[config.mk]
export PLATFORM = sky130hd
export DESIGN_NAME = alu_iter_flat
export DESIGN_NICKNAME = d
export VERILOG_FILES = /design/src/rtl/alu_iter_if.sv /design/src/rtl/alu_iter.sv /design/src/flat_wrapper.sv
export SDC_FILE = /design/constraint.sdc
export NUM_CORES = 1
export LEC_CHECK = 0
export CAP_MARGIN = 20
export CELL_PAD_IN_SITES_DETAIL_PLACEMENT = 1
export CELL_PAD_IN_SITES_GLOBAL_PLACEMENT = 1
export CORE_MARGIN = 10
export CORE_UTILIZATION = 43
export CTS_BUF_LIST = sky130_fd_sc_hd__clkbuf_4 sky130_fd_sc_hd__clkbuf_8
export CTS_CLUSTER_SIZE = 12
export DETAILED_ROUTE_END_ITERATION = 7
export PLACE_DENSITY_LB_ADDON = 0.2
export SLEW_MARGIN = 10
export SYNTH_ARGS = -nofsm -noshare
export SYNTH_HDL_FRONTEND = slang
export SYNTH_SLANG_ARGS = --single-unit
[constraint.sdc]
create_clock -name clk -period 3.6 [get_ports clk]
set_input_delay 0.54 -clock clk [delete_from_list [all_inputs] [get_ports clk]]
set_output_delay 0.54 -clock clk [all_outputs]
set_load 0.05 [all_outputs]
[src/rtl/alu_iter_if.sv]
// Handshake bundle for alu_iter: operation request in, registered result out.
interface alu_iter_if #(
  parameter int WIDTH = 32
);
  logic             in_valid;
  logic             in_ready;
  logic [3:0]       op;
  logic [WIDTH-1:0] a;
  logic [WIDTH-1:0] b;
  logic             out_valid;
  logic             out_ready;
  logic [WIDTH-1:0] result;
  logic [3:0]       flag;
  logic [3:0]       cmp;
  logic             illegal;

  modport master (
    output in_valid, op, a, b, out_ready,
    input  in_ready, out_valid, result,
    input  flag, cmp, illegal
  );

  modport slave (
    input  in_valid, op, a, b, out_ready,
    output in_ready, out_valid, result,
    output flag, cmp, illegal
  );
endinterface

[src/rtl/alu_iter.sv]
// Handshaked ALU; shifts iterate one bit per cycle unless
// ALU_ITER_BARREL_SHIFT_EN selects a single-cycle barrel shifter.
module alu_iter #(
  parameter int WIDTH      = 32,
  parameter bit CMP_SIGNED = 1'b1
) (
  input logic      clk,
  input logic      rst_n,
  alu_iter_if.slave io
);
  localparam int SW = $clog2(WIDTH);

  localparam logic [3:0] OP_ADD = 4'd1;
  localparam logic [3:0] OP_SUB = 4'd2;
  localparam logic [3:0] OP_AND = 4'd3;
  localparam logic [3:0] OP_OR  = 4'd4;
  localparam logic [3:0] OP_XOR = 4'd5;
  localparam logic [3:0] OP_SRA = 4'd6;
  localparam logic [3:0] OP_SLL = 4'd7;
  localparam logic [3:0] OP_SRL = 4'd8;

`ifdef ALU_ITER_BARREL_SHIFT_EN
  typedef enum logic [1:0] {
    IDLE = 2'd0,
    DONE = 2'd2
  } state_t;
`else
  typedef enum logic [1:0] {
    IDLE  = 2'd0,
    SHIFT = 2'd1,
    DONE  = 2'd2
  } state_t;
`endif

  state_t           state;
  logic [WIDTH-1:0] result_q;
  logic [3:0]       flag_q;
  logic [3:0]       cmp_q;
  logic             illegal_q;
  logic             valid_q;
  logic             ready;
  logic             accept;

  logic             is_add, is_sub, is_and, is_or;
  logic             is_xor, is_sra, is_sll, is_srl;
  logic             is_shift;
  logic [SW-1:0]    amt;
  logic [WIDTH-1:0] bx;
  logic [WIDTH:0]   sum;
  logic [WIDTH-1:0] res_n;
  logic             ov, co, lt, eq;
  logic [3:0]       flag_n;
  logic [3:0]       cmp_n;
  logic             illegal_n;

  assign is_add   = io.op == OP_ADD;
  assign is_sub   = io.op == OP_SUB;
  assign is_and   = io.op == OP_AND;
  assign is_or    = io.op == OP_OR;
  assign is_xor   = io.op == OP_XOR;
  assign is_sra   = io.op == OP_SRA;
  assign is_sll   = io.op == OP_SLL;
  assign is_srl   = io.op == OP_SRL;
  assign is_shift = is_sra | is_sll | is_srl;
  assign amt      = io.b[SW-1:0];

  // SUB reuses the adder as a + ~b + 1, so one overflow rule covers both
  assign bx  = is_sub ? ~io.b : io.b;
  assign sum = {1'b0, io.a} + {1'b0, bx}
             + {{WIDTH{1'b0}}, is_sub};

  always_comb begin
    res_n     = '0;
    ov        = 1'b0;
    co        = 1'b0;
    illegal_n = 1'b0;
    unique case (1'b1)
      is_add, is_sub: begin
        res_n = sum[WIDTH-1:0];
        co    = sum[WIDTH];
        ov    = (io.a[WIDTH-1] == bx[WIDTH-1])
              && (res_n[WIDTH-1] != io.a[WIDTH-1]);
      end
      is_and: res_n = io.a & io.b;
      is_or:  res_n = io.a | io.b;
      is_xor: res_n = io.a ^ io.b;
`ifdef ALU_ITER_BARREL_SHIFT_EN
      is_sra: res_n = WIDTH'($signed(io.a) >>> amt);
      is_sll: res_n = io.a << amt;
      is_srl: res_n = io.a >> amt;
`else
      is_shift: res_n = io.a;
`endif
      default: illegal_n = 1'b1;
    endcase
  end

  assign flag_n = {res_n[WIDTH-1], res_n == '0, ov, co};

  assign eq = io.a == io.b;
  assign lt = CMP_SIGNED ? ($signed(io.a) < $signed(io.b))
                         : (io.a < io.b);
  assign cmp_n = {!lt, lt, !eq, eq};

`ifdef ALU_ITER_BARREL_SHIFT_EN
  assign ready = (state == IDLE) || io.out_ready;
`else
  logic [WIDTH-1:0] work;
  logic [WIDTH-1:0] work_n;
  logic [SW-1:0]    cnt;
  logic [3:0]       sop;

  assign ready = (state == IDLE)
              || (state == DONE && io.out_ready);

  always_comb begin
    work_n = {work[WIDTH-1], work[WIDTH-1:1]};
    unique case (1'b1)
      sop == OP_SLL: work_n = {work[WIDTH-2:0], 1'b0};
      sop == OP_SRL: work_n = {1'b0, work[WIDTH-1:1]};
      default:       work_n = {work[WIDTH-1], work[WIDTH-1:1]};
    endcase
  end
`endif

  assign accept = io.in_valid && ready;

  always_ff @(posedge clk or negedge rst_n) begin
    if (!rst_n) begin
      state     <= IDLE;
      result_q  <= '0;
      flag_q    <= '0;
      cmp_q     <= '0;
      illegal_q <= 1'b0;
      valid_q   <= 1'b0;
`ifndef ALU_ITER_BARREL_SHIFT_EN
      work      <= '0;
      cnt       <= '0;
      sop       <= '0;
`endif
    end else begin
`ifndef ALU_ITER_BARREL_SHIFT_EN
      if (state == SHIFT) begin
        work <= work_n;
        cnt  <= cnt - SW'(1);
        if (cnt == SW'(1)) begin
          state    <= DONE;
          valid_q  <= 1'b1;
          result_q <= work_n;
          flag_q   <= {work_n[WIDTH-1],
                       work_n == '0, 2'b00};
        end
      end else
`endif
      if (accept) begin
        cmp_q     <= cmp_n;
        illegal_q <= illegal_n;
`ifndef ALU_ITER_BARREL_SHIFT_EN
        if (is_shift && amt != '0) begin
          state   <= SHIFT;
          valid_q <= 1'b0;
          work    <= io.a;
          cnt     <= amt;
          sop     <= io.op;
        end else
`endif
        begin
          state    <= DONE;
          valid_q  <= 1'b1;
          result_q <= res_n;
          flag_q   <= flag_n;
        end
      end else if (io.out_ready) begin
        state   <= IDLE;
        valid_q <= 1'b0;
      end
    end
  end

  assign io.in_ready  = ready;
  assign io.out_valid = valid_q;
  assign io.result    = result_q;
  assign io.flag      = flag_q;
  assign io.cmp       = cmp_q;
  assign io.illegal   = illegal_q;
endmodule

[src/flat_wrapper.sv]
// flat-port wrapper written by rule: the top's interface ports become plain ports
module alu_iter_flat 
#(
  parameter int WIDTH      = 32,
  parameter bit CMP_SIGNED = 1'b1
)
  (clk, rst_n, io_in_valid, io_op, io_a, io_b, io_out_ready, io_in_ready, io_out_valid, io_result, io_flag, io_cmp, io_illegal);
  alu_iter_if #(.WIDTH(WIDTH)) io_i ();
  input logic clk;
  input logic rst_n;
  input wire logic [$bits(io_i.in_valid)-1:0] io_in_valid;
  input wire logic [$bits(io_i.op)-1:0] io_op;
  input wire logic [$bits(io_i.a)-1:0] io_a;
  input wire logic [$bits(io_i.b)-1:0] io_b;
  input wire logic [$bits(io_i.out_ready)-1:0] io_out_ready;
  output wire logic [$bits(io_i.in_ready)-1:0] io_in_ready;
  output wire logic [$bits(io_i.out_valid)-1:0] io_out_valid;
  output wire logic [$bits(io_i.result)-1:0] io_result;
  output wire logic [$bits(io_i.flag)-1:0] io_flag;
  output wire logic [$bits(io_i.cmp)-1:0] io_cmp;
  output wire logic [$bits(io_i.illegal)-1:0] io_illegal;
  assign io_i.in_valid = io_in_valid;
  assign io_i.op = io_op;
  assign io_i.a = io_a;
  assign io_i.b = io_b;
  assign io_i.out_ready = io_out_ready;
  assign io_in_ready = io_i.in_ready;
  assign io_out_valid = io_i.out_valid;
  assign io_result = io_i.result;
  assign io_flag = io_i.flag;
  assign io_cmp = io_i.cmp;
  assign io_illegal = io_i.illegal;
  alu_iter #(.WIDTH(WIDTH), .CMP_SIGNED(CMP_SIGNED)) u_core (.clk(clk), .rst_n(rst_n), .io(io_i));
endmodule
==> results_dict.tcl, run 1 <==
set metrics [dict create \
    grt-ovfl-total 0 \
    die-area_mm2 0.0271 \
    synthesis.area_mm2 0.00901 \
    clock_sinks 83 \
    worstHoldPathType "in2async" \
    ys_warn_count 0 \
    place_inst 1751 \
    grt_max_degree 52 \
    synth_seq_cells 83 \
    start_util_pct 44.1 \
    place_ws_ns -1.39 \
    synthCells 1141 \
    postSynth.asyncResetShare_pct 100 \
    final_cell_mix "buf_4, nand2_1, ha_1" \
    io_pins 115 \
    cts_hold_buf 0 \
    final_nets 1725 \
    drv_slew 0 \
    finClkSkew_ns 0.0330 \
    num_vias 12114 \
    drcViolationCount 0 \
    r2r-start "u_core.cnt[1]$_DFFE_PN0P_" \
    period_minus_slack_ns 4.38 \
    synth.distinct_cells 72 \
    die_y_um 165 \
    drv_cap 0 \
    grt_pass1_wl_um 65900 \
    n_fill_cell 2404 \
    syn_nets 1346 \
    critPathMaxFanout 7 \
    place_congestion 0.933 \
    syn_area_per_cell_um2 7.90 \
    power.density_mw_per_mm2 523 \
    synth_edf_count 0 \
    tritoncts "done" \
    yosysSeqAreaShare_pct 23.0 \
    grt_pass1_vias 11800 \
    start_kind "input pin" \
    routed_wl_um 53300 \
    cp_num_buf_inv 4 \
    sw_frac_of_total_pct 51.7 \
    rsz0062_at_grt "true" \
    finalHoldViolations 0 \
    cp-end-kind "register" \
    max_freq_ghz 0.228 \
    critPathKind "in2reg" \
    cts-root-buf "clkbuf_8" \
    wl_per_cell_um 29.7 \
    numCtsBuffers 9 \
    seqPwrFrac_pct 25.1 \
    reg2reg_depth 13 \
    layout_setup_ws_ns -0.780 \
    holdWs_ns 0.174 \
    postRouteAntennaNets 0 \
    drive_gt1_share_pct 29.3 \
    detail_route.vias_per_cell 6.74 \
    regToRegSetupSlack_ns -0.47 \
    drt_iter0_drc 1483 \
    final_util_pct 66.6 \
    synth_flop_cell "dfrtp_1" \
    clk_pin_slew_worst_paths_ns 0.12 \
    grt_use_total_pct 30.6 \
    die_x_um 165 \
    fin_setup_tns_ns -4.09 \
    intPower_mw 3.44 \
    cts_buffer_depth 2 \
    finalCritPeriodShare_pct 122 \
    area_growth_pct 51.1 \
    multiInputGateArea_mm2 0.00694 \
    status "finished, violations left" \
    path_cells "buf_8 -> inv_6 -> nor4_4 -> buf_6 -> buf_12 -> xnor2_1 -> ha_1 -> a21oi_1 -> o221ai_2 -> a21oi_4 -> xor2_1 -> o21ai_0 -> nor4_2 -> and4bb_1 -> nand4_1 -> or4_4 -> o31ai_4" \
    power_frac_clock_pct 11.5 \
    rows 52 \
    p_leak_nw 6.31 \
    port_buffers 114 \
    peakVddDrop_uv 242 \
    crit_slowest_cell "or4_4" \
    clkLatencyLatePin_ns 0.39 \
    htree_levels 3 \
    violations "negative setup slack" \
    worst_ep_arrival_time_ns 4.68 \
    register_area_mm2 0.00208 \
    setup_viol 21 \
    drt_first_pass_iters 8 \
    r2r-end "u_core.io.flag[2]$_DFFE_PN0P_" \
    layout_commonest_cell "buf_4" \
    final_cells 1796 \
    worstMarginPinSlew_ns 0.838 \
    power_switching_mw 3.68 \
    placed_area_mm2 0.0126 \
    critPathTopFamily "simple AND/OR/NAND/NOR gates" \
    max-slew-margin-rel_pct 43.6 \
    required_ns 3.90 \
    total_power_mw 7.12 \
    max_stage_delay_ns 0.47 \
    grt_antenna_before_repair 2 \
    core_area_mm2 0.0204 \
    dpl.hpwl_um 32300 \
    finalInstanceArea_mm2 0.0136 \
    p_comb_share_pct 63.4 \
]
[layout make-up]
type                       count  share of cell area, %
multi-input combinational    899                   51.0
timing repair buffer         435                   27.0
sequential                    83                   15.3
inverter                      92                   2.57
tap                          270                   2.48
clock buffer                   9                  0.910
clock inverter                 7                  0.772
antenna                        1                 0.0184
[cells by family (layout without fill, tap and decap cells)]
logic type	after synthesis	in the layout	synth area share, %
XOR/XNOR	55	55	5.35
AND/OR/NAND/NOR	343	343	17.9
other	0	1	0
AO/OA/AOI/OAI	332	332	24.2
adder cells (fa/ha/maj)	133	133	18.6
buffers and inverters	159	543	6.93
multiplexers	36	36	4.05
flip-flops	83	83	23.0
[worst max path at each step]
stage / depth (start not counted) / end / startpoint
after floorplan: 19 / u_core.io.flag[2]$_DFFE_PN0P_ / io_op[0]
after global placement: 16 / u_core.io.flag[2]$_DFFE_PN0P_ / io_op[1]
after detailed placement: 18 / u_core.io.flag[2]$_DFFE_PN0P_ / io_op[1]
after CTS: 16 / u_core.io.flag[2]$_DFFE_PN0P_ / io_op[0]
after global routing: 17 / u_core.io.flag[2]$_DFFE_PN0P_ / io_op[1]
final: 17 / u_core.io.flag[2]$_DFFE_PN0P_ / io_op[1]
[power groups by stage]
stage          logic (mW)  clock network [mW]  registers, mW
2_1_floorplan        1.71                   0           2.37
6_report             4.51               0.819           1.79
3_5_place_dp         3.95                   0           1.77
5_1_grt              4.69               0.860           1.83
3_3_place_gp         3.80                   0           1.73
4_1_cts              4.04               0.808           1.75
[registers in the layout (all words and copies together) (netlist names)]
signal,cells
u_core.cnt,5
u_core.io.cmp,4
u_core.io.illegal,1
u_core.io.result,32
u_core.work,32
u_core.io.flag,3
u_core.sop,4
u_core.state,2
[cell usage after synthesis (3+ instances only)]
| cell | instances | area share, % |
|---|---|---|
| o22ai_1 | 4 | 0.28 |
| ha_1 | 132 | 18 |
| nor3_1 | 19 | 1.1 |
| nor4_1 | 19 | 1.3 |
| o31ai_1 | 4 | 0.33 |
| clkbuf_1 | 48 | 2.0 |
| a21oi_1 | 93 | 5.2 |
| a221oi_1 | 4 | 0.39 |
| a21o_1 | 10 | 0.83 |
| nor2_1 | 72 | 3.0 |
| nor2b_1 | 4 | 0.28 |
| a222oi_1 | 25 | 2.8 |
| mux2i_1 | 32 | 3.6 |
| o211ai_1 | 10 | 0.83 |
| o21a_1 | 3 | 0.25 |
| o311ai_0 | 3 | 0.29 |
| xor2_1 | 6 | 0.58 |
| and3_1 | 3 | 0.21 |
| a31oi_1 | 9 | 0.62 |
| or3b_2 | 3 | 0.29 |
| o21ai_0 | 86 | 4.8 |
| nand3_1 | 15 | 0.83 |
| xnor2_1 | 49 | 4.8 |
| or2_2 | 3 | 0.21 |
| nand3b_1 | 3 | 0.25 |
| a221o_1 | 3 | 0.33 |
| o221ai_1 | 31 | 3.0 |
| buf_2 | 7 | 0.39 |
| a21boi_0 | 3 | 0.25 |
| mux2_2 | 4 | 0.50 |
| inv_1 | 92 | 3.8 |
| o21bai_1 | 20 | 1.7 |
| and2_1 | 4 | 0.28 |
| or4_1 | 4 | 0.33 |
| dfrtp_1 | 83 | 23 |
| nand4_1 | 14 | 0.97 |
| nand2b_1 | 8 | 0.56 |
| nor4b_1 | 3 | 0.29 |
| buf_1 | 9 | 0.37 |
| a211o_1 | 3 | 0.29 |
| nand2_1 | 153 | 6.4 |
[per-layer routing]
layer  track usage (%)  routed length, um  vias to the layer above
met3              4.66               6150                      356
met4              12.7               4200                        0
met2              52.5              24200                     1066
met5                 0                  0                        -
met1              37.4              18800                     5816
li1                  -                  -                     4876
[timing repair]
action / CTS / global route
buffers inserted: 8 / 20
pin swaps: 26 / 75
setup endpoints to repair: 28 / 13
gates resized for setup: 46 / 96
gates cloned: 1 / 1
endpoints found under the hold margin: 0 / 0
No activity file was read; power rests on OpenSTA's default activity.
==> run 2, diff against run 1 <==
--- a/config.mk
+++ b/config.mk
@@ -14,6 +14,7 @@
 export CTS_CLUSTER_SIZE = 12
 export DETAILED_ROUTE_END_ITERATION = 7
 export PLACE_DENSITY_LB_ADDON = 0.2
+export REMOVE_ABC_BUFFERS = 1
 export SLEW_MARGIN = 10
 export SYNTH_ARGS = -nofsm -noshare
 export SYNTH_HDL_FRONTEND = slang
==> run 2 against run 1 <==
Critical endpoint unchanged. Total power rose by 5.3%. Clock-buffer cell count unchanged. Core utilization shrank 0.26 points. Global-route usage increased by 1.5 points. Design area is 0.39% lower. Register-to-register slack improved by 0.11 ns. Largest power group unchanged. The run ends with design-rule violations, negative setup slack left.
==> results_dict.tcl, run 2 (synthesized netlist as in run 1, its figures left out) <==
set metrics [dict create \
    die_y_um 165 \
    grt_use_total_pct 32.1 \
    multiInputGateArea_mm2 0.00706 \
    required_ns 3.94 \
    grt_pass1_wl_um 68600 \
    port_buffers 114 \
    worst_ep_arrival_time_ns 5.09 \
    dpl.hpwl_um 30700 \
    finalInstanceArea_mm2 0.0136 \
    cts-root-buf "clkbuf_8" \
    cp_num_buf_inv 3 \
    numCtsBuffers 9 \
    setup_viol 27 \
    final_nets 1714 \
    period_minus_slack_ns 4.75 \
    violations "design-rule violations, negative setup slack" \
    place_ws_ns -1.53 \
    grt_antenna_before_repair 0 \
    final_cell_mix "buf_4, nand2_1, ha_1" \
    clock_sinks 83 \
    tritoncts "done" \
    drt_first_pass_iters 8 \
    worstMarginPinSlew_ns 1.42 \
    intPower_mw 3.34 \
    status "finished, violations left" \
    crit_slowest_cell "nor4_4" \
    cts_buffer_depth 2 \
    antenna_cells 0 \
    cp-end-kind "register" \
    n_fill_cell 2438 \
    p_leak_nw 6.25 \
    drv_slew 0 \
    critPathTopFamily "compound AO/OA/AOI/OAI gates" \
    core_area_mm2 0.0204 \
    start_util_pct 44.1 \
    finalCritPeriodShare_pct 132 \
    die_x_um 165 \
    drv_cap 0 \
    grt_max_degree 56 \
    path_cells "clkdlybuf4s50_1 -> inv_1 -> xnor2_1 -> ha_2 -> a21oi_1 -> o221ai_2 -> a21oi_2 -> buf_6 -> xor2_1 -> o21ai_0 -> nor4_4 -> and4bb_1 -> nand4_1 -> or4_1 -> o31ai_2" \
    finalHoldViolations 0 \
    max-slew-margin-rel_pct 4.57 \
    setup.worst_path.start "io_b[9]" \
    htree_levels 3 \
    num_vias 12376 \
    drt_iter0_drc 1714 \
    rows 52 \
    routed_wl_um 57000 \
    power_frac_clock_pct 10.2 \
    grt-ovfl-total 0 \
    final_util_pct 66.4 \
    cts_hold_buf 0 \
    clk_pin_slew_worst_paths_ns 0.12 \
    total_power_mw 7.49 \
    critPathMaxFanout 5 \
    drive_gt1_share_pct 30.3 \
    clkLatencyLatePin_ns 0.43 \
    grt_pass1_vias 12138 \
    wl_per_cell_um 31.9 \
    r2r-end "u_core.io.flag[2]$_DFFE_PN0P_" \
    max_stage_delay_ns 0.59 \
    start_kind "input pin" \
    io_pins 115 \
    layout_commonest_cell "buf_4" \
    rsz0062_at_grt "true" \
    detail_route.vias_per_cell 6.94 \
    die-area_mm2 0.0271 \
    power_switching_mw 4.15 \
    seqPwrFrac_pct 24.9 \
    reg2reg_depth 13 \
    placed_area_mm2 0.0124 \
    drcViolationCount 2 \
    finClkSkew_ns 0.0240 \
    postRouteAntennaNets 0 \
    area_growth_pct 50.5 \
    r2r-start "u_core.cnt[1]$_DFFE_PN0P_" \
    regToRegSetupSlack_ns -0.36 \
    worstHoldPathType "in2async" \
    layout_setup_ws_ns -1.15 \
    sw_frac_of_total_pct 55.4 \
    power.density_mw_per_mm2 552 \
    max_freq_ghz 0.211 \
    critPathKind "in2reg" \
    register_area_mm2 0.00208 \
    place_congestion 0.911 \
    p_comb_share_pct 64.9 \
    peakVddDrop_uv 302 \
]
-- run 2: area by class of cell --
type	count	share of cell area, %
Multi-Input combinational cell	899	52.0
Sequential cell	83	15.3
Tap cell	270	2.49
Clock inverter	7	0.434
Timing Repair Buffer	424	26.3
Clock buffer	9	0.914
Inverter	92	2.55
-- run 2: per-layer routing --
metal / wire [um] / GRT usage, % / up-vias
met1: 19400 / 37.5 / 5891
met5: 0 / 0 / -
met3: 6470 / 4.71 / 487
met2: 25900 / 55.7 / 1153
li1: - / - / 4845
met4: 5210 / 17.0 / 0
-- run 2: repair_timing --
item,CTS,global route
pin swaps,44,55
setup buffers,16,15
resized for setup,78,119
setup endpoints to repair,26,23
endpoints found under the hold margin,0,0
-- run 2: per-stage QoR --
stage,TNS [ns],hold WS (ns),std cells
after CTS,-0.979,0.210,1772
after floorplan,-129.91,0.244,1074
after global routing,-8.92,0.205,1784
after detailed placement,-24.49,0.479,1741
after global placement,-19.35,0.468,1741
final,-7.57,0.170,1784
-- run 2: worst reg2reg max path, cell delays in order (launching register included) --
cell and delay [ns]:
dfrtp_1 0.41, inv_1 0.10, ha_1 0.18, or4b_2 0.66, nor2_1 0.23, a21oi_2 0.07
nor3_1 0.24, nand4_1 0.15, or3_4 0.45, nor4_4 0.31, and4bb_1 0.26, nand4_1 0.11
or4_1 0.52, o31ai_2 0.21
-- run 2: worst max path at each step --
stage                                    endpoint  depth (start not counted)
floorplan           u_core.io.flag[2]$_DFFE_PN0P_                         15
global placement    u_core.io.flag[2]$_DFFE_PN0P_                         19
detailed placement  u_core.io.flag[2]$_DFFE_PN0P_                         18
CTS                 u_core.io.flag[2]$_DFFE_PN0P_                         18
global route        u_core.io.flag[2]$_DFFE_PN0P_                         17
finish              u_core.io.flag[2]$_DFFE_PN0P_                         15
-- run 2: power groups by stage --
stage / Combinational, mW / Sequential (mW) / Clock [mW]
after floorplan: 1.59 / 2.39 / 0
after global placement: 3.85 / 1.72 / 0
after detailed placement: 4.00 / 1.76 / 0
after CTS: 4.13 / 1.74 / 0.709
after global routing: 5.00 / 1.87 / 0.784
final: 4.86 / 1.86 / 0.765
==> run 3, diff against run 2 <==
--- a/config.mk
+++ b/config.mk
@@ -19,3 +19,4 @@
 export SYNTH_ARGS = -nofsm -noshare
 export SYNTH_HDL_FRONTEND = slang
 export SYNTH_SLANG_ARGS = --single-unit
+export TNS_END_PERCENT = 20
==> run 3 against run 2 <==
The flow finishes with violations (negative setup slack). Critical path depth rose by 5. Largest cell class unchanged. Total power down 3.1%. Global-route usage rose by 0.26 points. Sequential power barely moved. Worst hold slack gained 0.0033 ns. Setup slack gained 0.41 ns. Register-to-register slack barely moved. Critical path type unchanged. Die area stayed put. Clock power barely moved.
==> results_dict.tcl, run 3 (synthesized netlist as in run 1, its figures left out) <==
set metrics [dict create \
    port_buffers 114 \
    worstMarginPinSlew_ns 1.01 \
    grt_pass1_vias 12127 \
    clk_pin_slew_worst_paths_ns 0.14 \
    num_vias 12172 \
    die_x_um 165 \
    finalHoldViolations 0 \
    rows 52 \
    final_cell_mix "buf_4, nand2_1, ha_1" \
    antenna_cells 0 \
    drv_cap 0 \
    layout_commonest_cell "buf_4" \
    io_pins 115 \
    drv_slew 0 \
    violations "negative setup slack" \
    drt_first_pass_iters 8 \
    power.density_mw_per_mm2 550 \
    r2r-start "u_core.cnt[1]$_DFFE_PN0P_" \
    clock_sinks 83 \
    peakVddDrop_uv 291 \
    postRouteAntennaNets 0 \
    finClkSkew_ns 0.0298 \
    grt_max_degree 56 \
    detail_route.vias_per_cell 6.85 \
    status "finished, violations left" \
    max_freq_ghz 0.231 \
    final_util_pct 64.6 \
    cp_num_buf_inv 6 \
    cts-root-buf "clkbuf_8" \
    cts_hold_buf 0 \
    setup.worst_path.start "io_op[3]" \
    required_ns 3.95 \
    wl_per_cell_um 30.0 \
    core_area_mm2 0.0204 \
    grt_pass1_wl_um 69200 \
    drive_gt1_share_pct 27.9 \
    path_cells "buf_8 -> nor4_4 -> buf_6 -> buf_8 -> xnor2_1 -> ha_1 -> nand2_2 -> nor3_4 -> nand3_4 -> buf_4 -> buf_4 -> nand3_1 -> xnor2_1 -> a21boi_1 -> buf_4 -> o211ai_1 -> nor4_4 -> nand4_1 -> or4_1 -> o31ai_2" \
    area_growth_pct 46.4 \
    cpMostUsedCell "buf_4" \
    place_congestion 0.911 \
    crit_slowest_cell "or4_1" \
    grt_antenna_before_repair 1 \
    grt_use_total_pct 32.4 \
    period_minus_slack_ns 4.34 \
    grt-ovfl-total 0 \
    max_stage_delay_ns 0.50 \
    routed_wl_um 53300 \
    max-slew-margin-rel_pct 32.2 \
    start_util_pct 44.1 \
    worstHoldPathType "in2async" \
    worst_ep_arrival_time_ns 4.69 \
    p_leak_nw 6.13 \
    total_power_mw 7.26 \
    start_kind "input pin" \
    final_nets 1707 \
    holdWs_ns 0.174 \
    tritoncts "done" \
    setup_viol 19 \
    numCtsBuffers 9 \
    htree_levels 3 \
    dpl.hpwl_um 30700 \
    cts_buffer_depth 2 \
    cp-end-kind "register" \
    die_y_um 165 \
    drt_iter0_drc 1819 \
    finalCritPeriodShare_pct 121 \
    die-area_mm2 0.0271 \
    critPathTopFamily "simple AND/OR/NAND/NOR gates" \
    rsz0062_at_grt "true" \
    critPathMaxFanout 8 \
    critPathKind "in2reg" \
    drcViolationCount 0 \
    layout_setup_ws_ns -0.738 \
    clkLatencyLatePin_ns 0.42 \
]
run 3: worst paths after layout:
| path | cells past startpoint | end | slack, ns |
|---|---|---|---|
| worst min-delay path | 1 | u_core.work[31]$_DFFE_PN0P_ | 0.17 |
| max in group asynchronous | 2 | u_core.work[20]$_DFFE_PN0P_ | 2.61 |
| min in group clk | 2 | u_core.io.result[12]$_DFFE_PN0P_ | 0.53 |
| worst min register to register | 2 | u_core.io.result[12]$_DFFE_PN0P_ | 0.53 |
| worst max register to register | 13 | u_core.io.flag[2]$_DFFE_PN0P_ | -0.35 |
| worst max-delay path | 20 | u_core.io.flag[2]$_DFFE_PN0P_ | -0.74 |
run 3: layout make-up:
cell class              instances  area, um^2
clock buffers                   9         124
clock inverters                 7        58.8
fillers                      2441        7240
inverters                      92         345
multi-input cells             899        6770
flip-flops and latches         83        2080
well taps                     270         338
repair buffers                417        3480
run 3: worst register-to-register path: stages, from the launching register on:
cell	delay [ns]
dfrtp_1	0.42
inv_1	0.12
ha_1	0.19
or4b_2	0.68
nor2_1	0.23
a21oi_2	0.07
nor3_1	0.30
nand4_1	0.16
or3_4	0.42
nor4_4	0.25
and4bb_1	0.27
nand4_1	0.09
or4_1	0.50
o31ai_2	0.19
run 3: timing repair:
item	CTS	global route
pin swaps	45	29
setup endpoints to repair	26	23
setup buffers	16	4
resized for setup	77	55
run 3: through the flow:
stage          instance area, um^2  worst slack (ns)  cells  setup TNS [ns]
3_3_place_gp                 12400             -1.39   1741          -19.35
2_1_floorplan                 8730             -4.72   1074         -129.91
4_1_cts                      12900            -0.417   1773           -1.02
5_1_grt                      13200            -0.915   1777           -7.41
3_5_place_dp                 12400             -1.53   1741          -24.49
6_report                     13200            -0.738   1777           -5.97
run 3: per-layer routing:
layer  up-vias  track usage, %  wire [um]
met3       428            5.68       6020
met5         -               0         13
met2      1082            55.7      24300
met1      5844            37.7      18200
met4         2            17.0       4690
li1       4816               -          -
run 3: where the power goes:
| part | leakage, nW | internal, mW | switching (mW) | total [mW] |
|---|---|---|---|---|
| sequential | 1.01 | 1.35 | 0.505 | 1.86 |
| combinational | 5.03 | 1.67 | 2.96 | 4.63 |
| clock | 0.0925 | 0.265 | 0.499 | 0.764 |
| total | 6.13 | 3.29 | 3.97 | 7.26 |
